<file path="src/rtl/regfile_wb_arbiter.sv">
// Round-robin arbiter sharing the register-file write port between the ALU (A) and
// load (B) writeback paths, with a registered write stage and a pending-write scoreboard.
module regfile_wb_arbiter #(
  parameter int DATA_W = 32,
  parameter int ADDR_W = 4
) (
  input  logic                 clk,
  input  logic                 rst,
  input  logic                 a_valid,
  input  logic [ADDR_W-1:0]    a_reg,
  input  logic [DATA_W-1:0]    a_data,
  output logic                 a_ready,
  input  logic                 b_valid,
  input  logic [ADDR_W-1:0]    b_reg,
  input  logic [DATA_W-1:0]    b_data,
  output logic                 b_ready,
  input  logic                 wr_hold,
  input  logic                 claim_valid,
  input  logic [ADDR_W-1:0]    claim_reg,
  output logic [DATA_W-1:0]    wr_data,
  output logic [ADDR_W-1:0]    wr_reg,
  output logic                 reg_write,
  output logic [2**ADDR_W-1:0] busy
);

  localparam int NREG = 2**ADDR_W;

  typedef enum logic {PRIO_A = 1'b0, PRIO_B = 1'b1} prio_e;

  prio_e               prio;
  logic                accept;
  logic [ADDR_W-1:0]   sel_reg;
  logic [DATA_W-1:0]   sel_data;
  logic [NREG-1:0]     busy_next;

  // Ready looks only at the other side's valid, never its ready, so no comb loop.
  assign a_ready  = a_valid && !wr_hold && (!b_valid || prio == PRIO_A);
  assign b_ready  = b_valid && !wr_hold && (!a_valid || prio == PRIO_B);
  assign accept   = a_ready || b_ready;
  assign sel_reg  = a_ready ? a_reg  : b_reg;
  assign sel_data = a_ready ? a_data : b_data;

  // NOTE: every signal driven in always_comb gets a default first, so no latch is inferred.
  always_comb begin
    busy_next = busy;
    if (reg_write)
      busy_next[wr_reg] = 1'b0;
    // Set after clear: a claim landing on the commit edge keeps the register busy.
    if (claim_valid)
      busy_next[claim_reg] = 1'b1;
    busy_next[0] = 1'b0;
  end

  // NOTE: sequential state uses non-blocking assignments and an asynchronous active-low reset.
  always_ff @(posedge clk or negedge rst) begin
    if (!rst) begin
      prio      <= PRIO_A;
      reg_write <= 1'b0;
      wr_reg    <= '0;
      wr_data   <= '0;
      busy      <= '0;
    end else begin
      busy <= busy_next;
      if (a_ready)
        prio <= PRIO_B;
      else if (b_ready)
        prio <= PRIO_A;
      if (accept) begin
        wr_reg    <= sel_reg;
        wr_data   <= sel_data;
        reg_write <= (sel_reg != '0);
      end else begin
        reg_write <= 1'b0;
      end
    end
  end

endmodule

</file>
<file path="config.mk">
export PLATFORM = sky130hd
export DESIGN_NAME = regfile_wb_arbiter
export DESIGN_NICKNAME = d
export VERILOG_FILES = /design/src/rtl/regfile_wb_arbiter.sv
export SDC_FILE = /design/constraint.sdc
export NUM_CORES = 1
export LEC_CHECK = 0
export ABC_AREA = 1
export CAP_MARGIN = 10
export CORE_MARGIN = 4
export CORE_UTILIZATION = 41
export CTS_CLUSTER_DIAMETER = 60
export DETAILED_ROUTE_END_ITERATION = 8
export GPL_ROUTABILITY_DRIVEN = 0
export PLACE_DENSITY = 0.88
export SLEW_MARGIN = 15
export SYNTH_ARGS = -nofsm -noshare
export SYNTH_HDL_FRONTEND = slang
export SYNTH_SLANG_ARGS = --single-unit
</file>
<file path="constraint.sdc">
create_clock -name clk -period 1.68 [get_ports clk]
set_input_delay 0.336 -clock clk [delete_from_list [all_inputs] [get_ports clk]]
set_output_delay 0.336 -clock clk [all_outputs]
set_load 0.02 [all_outputs]
</file>
=== Word level (Yosys, flattened, before mapping) ===
Cells that the tools add are included.

* Flip-flop bits (word level): 53
* Input bits: 82

* Reductions and logical operators: 14
* Muxes and demuxes: 11
* Bitwise operators: 4
* Magnitude comparators: 4

{| class="wikitable"
|+ Operator list
! operator !! count
|-
| 16-bit two-way mux || 2
|-
| 32-bit two-way mux || 1
|-
| 16-bit bitwise AND || 1
|-
| 16-bit inverter || 1
|-
| 16-bit OR || 1
|-
| 4-bit by 5-bit less-than comparator with 1-bit output, second input constant || 2
|-
| 1-bit demux with 4-bit select || 2
|-
| 4-bit by 1-bit >= comparator with 1-bit output, second input constant || 2
|-
| 1-bit logical AND || 6
|-
| 1-bit two-way mux || 5
|-
| 4-bit two-way mux || 1
|-
| 4-bit nonzero test || 1
|-
| 1-bit zero test || 3
|-
| 1-bit logical OR || 3
|-
| 2-bit nonzero test || 1
|-
| 1-bit inverter || 1
|}

=== Logic depth before layout (Yosys ltp) ===
Gate-level depths: netlist (run 1).

* Depth in word-level cells: 9
* Depth in mapped cells: 8
* Gate-level depth less buffers: 7

=== Worst setup path after synthesis (run 1) ===
OpenSTA, ideal clock, no wires.

* Kind: reg2out
* Start point: reg prio
* End point: out a_ready
* Data required time: 1.344 ns
* Setup slack: 0.453 ns
* Arrival time: 0.891 ns
* Cell stages (with the launch flop): 5
* Cells stage by stage: dfrtp_1 -> nand2_2 -> nand3_4 -> inv_2 -> buf_2

* Cells in the longest elaborated chain, start to end: 3

{| class="wikitable"
|+ RTL lines
! item !! RTL line !! source
|-
| start, declared || 30 || <nowiki>prio_e prio;</nowiki>
|-
| start signal, assigned || 57 || <nowiki>prio <= PRIO_A;</nowiki>
|-
| start signal, assigned || 65 || <nowiki>prio <= PRIO_B;</nowiki>
|-
| start signal, assigned || 67 || <nowiki>prio <= PRIO_A;</nowiki>
|-
| 1-bit inverter || 37 || <nowiki>assign a_ready = a_valid && !wr_hold && (!b_valid || prio == PRIO_A);</nowiki>
|-
| 1-bit logical OR || 37 ||
|-
| 1-bit logical AND || 37 ||
|-
| end, declared || 12 || <nowiki>output logic a_ready,</nowiki>
|}

Every way passes these cells.

=== Worst setup path in the final report (run 1) ===
* Start point: reg wr_data[21]
* End point: out wr_data[21]

{| class="wikitable"
|+ RTL lines
! item !! RTL line !! source
|-
| start, declared || 20 || <nowiki>output logic [DATA_W-1:0] wr_data,</nowiki>
|-
| start signal, assigned || 70 || <nowiki>wr_data <= sel_data;</nowiki>
|}

No word-level cell between the ends.

==> results, run 1 <==
- The flow ran to the end, and the final reports show no timing, DRC or antenna violations.
- The critical path start-end classification is flip-flop to output port.
- The number of rows in the core area is 27.
- The net switching power figure is ~1.7 mW.
- The later pin in the worst-skew pair is clocked with a latency of 0.30 ns.
- The clock network accounts for 15.7% of the total power.
- The average via count per standard cell is approximately 5.4.
- The net count of the finished layout is 486.
- The global-route total usage across every layer is 21.5%.
- The signal on the critical path passes through clkdlybuf4s50_1.
- Compared with the post-synthesis result, the final layout area differs by 65.9%.
- Setup repair after global routing left no endpoint under its margin.
- IR analysis of the VDD net gives a maximum drop of 0.655 mV.
- The total internal power is slightly below 3 mW.
- The shortest period the worst path allows is 1.64 ns.
- For this run, design rule violations remaining after detail routing come to 0.
- The post-detailed-route wirelength per cell is ~16 µm.
- After routing the design area is 0.00397 mm².
- Global routing finished with a remaining overflow of 0.
- Summing all placed instances gives a cell area of 0.00386 mm².
- Combinational cells account for 44.4% of the total power.
- The full die area is 0.00712 mm².
- The antenna violation net count after detailed routing is 0.
- The cell area power density is about 1200 mW/mm².
- Based on the critical path, the design can be clocked at up to 611 MHz.
- In this run the static leakage power is 1.67 nW.
- For the worst setup path, the data arrival time is roughly 1.3 ns.
- The final standard cell utilization of the core is 71.2%.
- Once detailed placement completed, the half-perimeter wirelength came to 5850 µm.
- In this run the tightest slew margin relative to its limit is 65.6%.
- The number of global-route vias before repair is 2641.
- After detailed routing, the total wire length is 7690 µm.
- The delay of the slowest cell on the worst path is ~0.63 ns.
- In this run the worst path has a maximum fanout of 2.
- Entering global routing, the biggest net connects 33 pins.
- The number of max-slew violations in the final report is 0.
- Across the run, the number of max-cap violations was 0.
- For the pin with the worst max-slew slack, the measured transition is 0.517 ns.
- The count of H-tree levels built during CTS is 2.
- The overall power of the completed layout is ~4.6 mW.
- The core region is 0.00557 mm².
- The switching fraction of total power is 36.6%.
- Sequential cells were found to cover 55.4% of the synthesized design area.
- Counting flops and latches in the post-synthesis netlist gives 53.
- The total clock buffers created by CTS is 5.
- The netlist area before placement is 0.00239 mm².
- The post-route clock period utilization is 97.4%.
- 0 antenna diodes ended up in the layout.
- The number of library cell types mapped by synthesis is 20.
- Sequential cells burn between 30 and 40% of the power.
- The filler cells instantiated in the layout total 450.
- The register with the most flip-flops in the layout has 32 of them.
- The synthesized area per cell is ~9.2 µm².
- The first-pass GRT wire length is 12500 µm.
- Synthesis produced a netlist with a net count of 343.
- For the worst setup path, the data required time is roughly 1.3 ns.
- The number of top-level design ports is 137.
- After clock tree synthesis, the clock-pin slew on the worst setup and hold paths is 0.10 ns.
- The largest delay contributor family on the critical path is buffers and inverters.
- The starting DRC count in detailed routing is 167.
- The number of I/O port buffers is 135.
- Counting both buffers and inverters, the worst setup path holds a total of 1.
- The x dimension of the die is 84.4 µm.
- The startpoint type of the worst setup path is a flip-flop.
- The initial antenna violation count is 0.
- The buffer depth of the longest clock path is 2.
- The path type of the worst min-delay path is input port to async pin.
- The footprint of the multi-input gates is roughly 890 µm².
- The count of endpoints failing hold in the final timing report is 0.
- TritonCTS built the clock tree.
- The final worst hold slack is 0.525 ns.
- For this configuration, the core starts out at a cell density of 42.9%.
- The logic depth of the worst path, buffers included is 1.
- Synthesis produced a netlist whose cell count is 261.
- Between clock sinks in the finished design, the worst skew comes to 0.00963 ns.
- STA classifies the critical path endpoint as an output port.
- For this design, the sink count on the clock tree is 53.
- The logic depth of the worst register-to-register path is 8.
- In the final layout, flip-flops and latches occupy 0.00133 mm².
- Measured along the y axis, the die boundary spans 84.4 µm.
- Cells with a size suffix above 1 make up 7.90% of the layout.
- The first-pass detailed-route iteration total is 4.
- On the critical path, the stage with the largest delay is an instance of sky130_fd_sc_hd__clkdlybuf4s50_1.
- Summing over every cut layer, the via total after detailed routing is 2588.
- Yosys printed 0 warnings.
- The total of endpoints with negative setup slack in the final report is 0.
- The tree is rooted in a sky130_fd_sc_hd__clkbuf_8.
- The setup TNS after final layout is 0 ns.
## worst paths after layout
kind                       slack (ns)                       to                    start
setup / recovery                 0.04              wr_data[21]  wr_data[21]$_DFFE_PN0P_
hold / removal                   0.53    wr_reg[1]$_DFFE_PN0P_                      rst
setup reg to reg                 0.26  wr_data[12]$_DFFE_PN0P_         prio$_DFFE_PN0P_
hold reg to reg                  0.53        busy[4]$_DFF_PN0_        busy[4]$_DFF_PN0_
max in group asynchronous        0.61  wr_data[16]$_DFFE_PN0P_                      rst
min in group clk                 0.53        busy[4]$_DFF_PN0_        busy[4]$_DFF_PN0_
## cell usage in the layout, fill, tap and decap left out, types with 2 or more instances in the layout
master,Yosys,routed
sky130_fd_sc_hd__buf_12,0,2
sky130_fd_sc_hd__buf_4,3,12
sky130_fd_sc_hd__clkbuf_8,0,5
sky130_fd_sc_hd__clkdlybuf4s50_1,0,121
sky130_fd_sc_hd__dfrtp_1,53,53
sky130_fd_sc_hd__dlygate4sd2_1,0,3
sky130_fd_sc_hd__dlymetal6s2s_1,0,8
sky130_fd_sc_hd__inv_1,18,17
sky130_fd_sc_hd__inv_2,2,3
sky130_fd_sc_hd__nand2_1,21,21
sky130_fd_sc_hd__nand3_1,12,12
sky130_fd_sc_hd__nand3b_1,2,2
sky130_fd_sc_hd__nor2_1,35,35
sky130_fd_sc_hd__nor3_1,32,32
sky130_fd_sc_hd__o21ai_0,23,23
sky130_fd_sc_hd__o21ai_1,4,4
sky130_fd_sc_hd__o22ai_1,32,32
sky130_fd_sc_hd__o31ai_1,8,8
## metrics by stage
stage | setup WS, ns | std cells
after floorplan | 0.453 | 261
after global placement | -0.310 | 468
after detailed placement | -0.318 | 468
after CTS | 0.00820 | 477
after global routing | 0.000448 | 477
final | 0.0437 | 477
## layout make-up
class                           instances  share of cell area, %
Clock inverter                          3                  0.536
Clock buffer                            5                   1.73
Timing Repair Buffer                  150                   37.8
Multi-Input combinational cell        174                   22.4
Sequential cell                        53                   33.4
Tap cell                               72                   2.27
Inverter                               20                   1.89
## synthesized netlist by cell type
| library cell | n | share of area [%] |
|---|---|---|
| sky130_fd_sc_hd__dfrtp_1 | 53 | 55 |
| sky130_fd_sc_hd__nor2_1 | 35 | 5.5 |
| sky130_fd_sc_hd__nor3_1 | 32 | 6.7 |
| sky130_fd_sc_hd__o22ai_1 | 32 | 8.4 |
| sky130_fd_sc_hd__o21ai_0 | 23 | 4.8 |
| sky130_fd_sc_hd__nand2_1 | 21 | 3.3 |
| sky130_fd_sc_hd__inv_1 | 18 | 2.8 |
| sky130_fd_sc_hd__nand3_1 | 12 | 2.5 |
| sky130_fd_sc_hd__o31ai_1 | 8 | 2.5 |
| sky130_fd_sc_hd__buf_2 | 7 | 1.5 |
| sky130_fd_sc_hd__buf_6 | 4 | 1.9 |
| sky130_fd_sc_hd__o21ai_1 | 4 | 0.84 |
| sky130_fd_sc_hd__buf_4 | 3 | 0.94 |
| sky130_fd_sc_hd__inv_2 | 2 | 0.31 |
| sky130_fd_sc_hd__nand3b_1 | 2 | 0.63 |
| sky130_fd_sc_hd__conb_1 | 1 | 0.16 |
| sky130_fd_sc_hd__nand2_2 | 1 | 0.26 |
| sky130_fd_sc_hd__nand2_4 | 1 | 0.47 |
| sky130_fd_sc_hd__nand3_2 | 1 | 0.42 |
| sky130_fd_sc_hd__nand3_4 | 1 | 0.73 |
## cells by family after synthesis
logic type	share of synthesized area, %
DFF	55.4
buffers and inverters	7.42
and+or+nand+nor	20.5
other	0.157
AOI/OAI and AO/OA	16.5
## per-layer routing
| metal | vias to the layer above | track usage, % | wire length [µm] |
|---|---|---|---|
| met3 | 20 | 5.69 | 692 |
| met1 | 1233 | 25.9 | 3020 |
| met5 | - | 0 | 0 |
| li1 | 1201 | - | - |
| met2 | 134 | 37.2 | 3770 |
| met4 | 0 | 7.34 | 203 |
## what timing repair did
| item | 4_1_cts | 5_1_grt |
|---|---|---|
| setup endpoints to repair | 5 | 9 |
| setup buffers | 0 | 0 |
| hold buffers | 1 | 0 |
| resized for setup | 8 | 10 |
| hold endpoints to repair | 1 | 0 |
## power by group through the flow
stage / clock network, mW / registers [mW] / logic (mW)
after floorplan: 0 / 2.30 / 0.491
after global placement: 0 / 1.86 / 2.04
after detailed placement: 0 / 1.87 / 2.09
after CTS: 0.741 / 1.85 / 2.08
after global routing: 0.792 / 1.90 / 2.20
final: 0.728 / 1.85 / 2.06
Power figures use the tool's default switching activity.
==> run 2, diff against run 1 <==
--- a/config.mk
+++ b/config.mk
@@ -7,13 +7,15 @@
 export LEC_CHECK = 0
 export ABC_AREA = 1
 export CAP_MARGIN = 10
+export CORE_ASPECT_RATIO = 1.5
 export CORE_MARGIN = 4
 export CORE_UTILIZATION = 41
+export CTS_BUF_LIST = sky130_fd_sc_hd__clkbuf_16
 export CTS_CLUSTER_DIAMETER = 60
 export DETAILED_ROUTE_END_ITERATION = 8
 export GPL_ROUTABILITY_DRIVEN = 0
 export PLACE_DENSITY = 0.88
-export SLEW_MARGIN = 15
+export SLEW_MARGIN = 20
 export SYNTH_ARGS = -nofsm -noshare
 export SYNTH_HDL_FRONTEND = slang
 export SYNTH_SLANG_ARGS = --single-unit
==> results, run 2 (synthesis results as in run 1) <==
- The flow ran to the end, and the final reports show no timing, DRC or antenna violations.
- The count of H-tree levels built during CTS is 2 (unchanged).
- The buffer depth of the longest clock path is 2 (unchanged).
- The number of max-slew violations in the final report is 0 (unchanged).
- From synthesis to final layout, the design area changed by 65.1%.
- The global-route total usage across every layer was 22.3% (+0.86 points).
- The first-pass GRT wire length was 12600 µm (+0.66%).
- The via count is 2567 (-0.81%).
- The x dimension of the die came to 70.4 µm (-17%).
- The initial antenna violation count is 0 (unchanged).
- The most common cell after layout, fill and taps aside is sky130_fd_sc_hd__clkdlybuf4s50_1.
- The start point of the critical path is wr_hold.
- The data required time at the worst endpoint is 1.34 ns (about the same).
- The worst clock skew on the final layout was 0.00395 ns (-0.00567 ns).
- The total clock buffers created by CTS is 5 (unchanged).
- The proportion of layout cells with a drive suffix above 1 was 6.75% (-1.2 points).
- The reg-to-reg critical path startpoint is prio$_DFFE_PN0P_.
- The remaining max-slew budget at the tightest pin is 62.4% (-3.2 points).
- The diode insertion count for antenna repair is 0 (unchanged).
- The buffer count from post-CTS setup fixing is 0 (unchanged).
- The total non-filler cell area in the finished layout came to 0.00395 mm² (-0.47%).
- The top fanout value on the critical path came to 2 (unchanged).
- The cell area power density is 1240 mW/mm² (+5.9%).
- The starting DRC count in detailed routing is 202 (+21%).
- The count of endpoints failing hold in the final timing report is 0 (unchanged).
- The initial standard-cell utilization of the core is 42.9% (unchanged).
- The number of I/O port buffers was 135 (unchanged).
- The shortest period the worst path allows is 1.62 ns (-0.0121 ns).
- The leakage power was 1.63 nW (-2.3%).
- The final standard cell utilization of the core is 70.9% (-0.34 points).
- The half-perimeter wire length after detailed placement is 6240 µm (+6.7%).
- The number of global-route vias before repair is 2665 (+0.91%).
- The number of rows in the core area is 33 (+22%).
- The critical path goes through clkdlybuf4s50_1 > inv_2 > nand3_2 > inv_1 > clkdlybuf4s15_2.
- The startpoint type of the worst setup path is an input port.
- The delay of the slowest cell on the worst path is 0.44 ns (-0.19 ns).
- The DRC violation count after routing is 0 (unchanged).
- The number of top-level design ports is 137 (unchanged).
- The number of max-capacitance violations reported is 0 (unchanged).
- The data arrival time of the critical path is 1.29 ns (about the same).
- The antenna violation net count after detailed routing is 0 (unchanged).
- The clock edge transition at the registers on the reported setup and hold paths is 0.06 ns (-0.04 ns).
- The number of fill cells was 442 (-1.8%).
- Setup repair after global routing left no endpoint under its margin.
- The CTS tree is done.
- The highest attainable clock frequency came to 616 MHz (+0.75%).
- The path type of the worst min-delay path is input port to async pin.
- The residual overflow from global routing is 0 (unchanged).
- The core area is 0.00557 mm² (unchanged).
- The largest net degree at the start of global routing is 33 (unchanged).
- The first-pass detailed-route iteration total was 4 (unchanged).
- The worst-skew pair later-pin latency is 0.29 ns (about the same).
- The total of endpoints with negative setup slack in the final report was 0 (unchanged).
- The layout net count was 481 (-1.0%).
- The setup TNS after final layout is 0 ns (unchanged).
- The total clock sinks was 53 (unchanged).
- The average via count per standard cell is 5.46 (+0.67%).
- The flip-flop count of the largest register after layout came to 32 (unchanged).
- The measured slew at the worst slew-check pin came to 0.565 ns (+0.0480 ns).
- The critical path start-end classification is input port to output port.
- The post-route clock period utilization is 96.7% (-0.72 points).
- The post-detailed-route wirelength per cell is 17.3 µm (+7.4%).
- The maximum resistive drop on vdd is 0.582 mV (-11%).
- STA classifies the critical path endpoint as an output port.
- The library cells used most frequently in the layout, excluding fill and tap cells, are 126 x sky130_fd_sc_hd__clkdlybuf4s50_1, 53 x sky130_fd_sc_hd__dfrtp_1, 35 x sky130_fd_sc_hd__nor2_1, 32 x sky130_fd_sc_hd__nor3_1, 32 x sky130_fd_sc_hd__o22ai_1.
- The routed wire length is 8130 µm (+5.8%).
- The overall power of the completed layout is 4.89 mW (+5.4%).
- The full die area is 0.00715 mm² (+0.36%).
- The area of placed instances is 0.00381 mm² (-1.2%).
- The library cell used as clock root buffer is sky130_fd_sc_hd__clkbuf_16.
- The y dimension of the die is 102 µm (+20%).
- For this design, the slowest cell found on the critical path is sky130_fd_sc_hd__clkdlybuf4s50_1.
-- run 2: changes by cell type in the layout (fill, tap and decap cells not counted), moves of 2 or more --
cell	previous run	this run
sky130_fd_sc_hd__clkbuf_8	5	0
sky130_fd_sc_hd__clkbuf_16	0	5
sky130_fd_sc_hd__dlygate4sd2_1	3	5
sky130_fd_sc_hd__buf_4	12	8
sky130_fd_sc_hd__clkdlybuf4s50_1	121	126
sky130_fd_sc_hd__dlymetal6s2s_1	8	1
-- run 2: report_power, final --
group / leakage, nW / total [mW] / internal (mW) / switching, mW
logic: 0.976 / 2.04 / 0.985 / 1.06
clock network: 0.0712 / 0.975 / 0.547 / 0.428
registers: 0.582 / 1.87 / 1.64 / 0.233
-- run 2: critical path: cells and delay by family --
| kind | cells | cell delay [ns] |
|---|---|---|
| buffers and inverters | 4 | 0.86 |
| and+or+nand+nor | 1 | 0.08 |
-- run 2: worst paths after layout --
check	endpoint	slack, ns	cells past startpoint
worst max-delay path	b_ready	0.06	5
worst min-delay path	wr_data[15]$_DFFE_PN0P_	0.04	1
worst max register to register	wr_reg[0]$_DFFE_PN0P_	0.25	9
worst min register to register	busy[14]$_DFF_PN0_	0.51	2
max in group asynchronous	wr_data[30]$_DFFE_PN0P_	1.09	2
min in group clk	busy[14]$_DFF_PN0_	0.51	2
-- run 2: repair_timing --
action                                  in CTS  in global routing
endpoints found under the setup margin       7                  4
hold buffers                                 0                  0
pin swaps                                    0                  0
gates resized for setup                     11                  4
-- run 2: cell type report --
| type | count | area, µm² | share of cell area, % |
|---|---|---|---|
| well taps | 70 | 87.6 | 2.22 |
| clock inverters | 3 | 17.5 | 0.443 |
| multi-input cells | 174 | 890 | 22.5 |
| inverters | 20 | 75.1 | 1.90 |
| flip-flops and latches | 53 | 1330 | 33.6 |
| repair buffers | 145 | 1430 | 36.2 |
| clock buffers | 5 | 125 | 3.17 |
-- run 2: metrics by stage --
| stage | std cells | setup slack (ns) | hold WS (ns) |
|---|---|---|---|
| floorplan | 261 | 0.453 | 0.0404 |
| global placement | 462 | -0.312 | 0.355 |
| detailed placement | 462 | -0.330 | 0.362 |
| CTS | 470 | 0.00808 | 0.0518 |
| global route | 470 | 0.00382 | 0.0839 |
| finish | 470 | 0.0558 | 0.0395 |
-- run 2: routing by layer --
metal	up-vias	routed length, µm	GRT usage (%)
met3	24	647	5.66
met4	0	273	9.29
met5	-	0	0
li1	1188	-	-
met1	1203	2750	23.0
met2	152	4470	42.4
==> run 3, diff against run 2 <==
--- a/config.mk
+++ b/config.mk
@@ -15,7 +15,8 @@
 export DETAILED_ROUTE_END_ITERATION = 8
 export GPL_ROUTABILITY_DRIVEN = 0
 export PLACE_DENSITY = 0.88
-export SLEW_MARGIN = 20
+export SLEW_MARGIN = 10
 export SYNTH_ARGS = -nofsm -noshare
 export SYNTH_HDL_FRONTEND = slang
 export SYNTH_SLANG_ARGS = --single-unit
+export TNS_END_PERCENT = 50
==> results of run 3 <==
The final DEF is identical to that of run 2; final timing and power are the same.
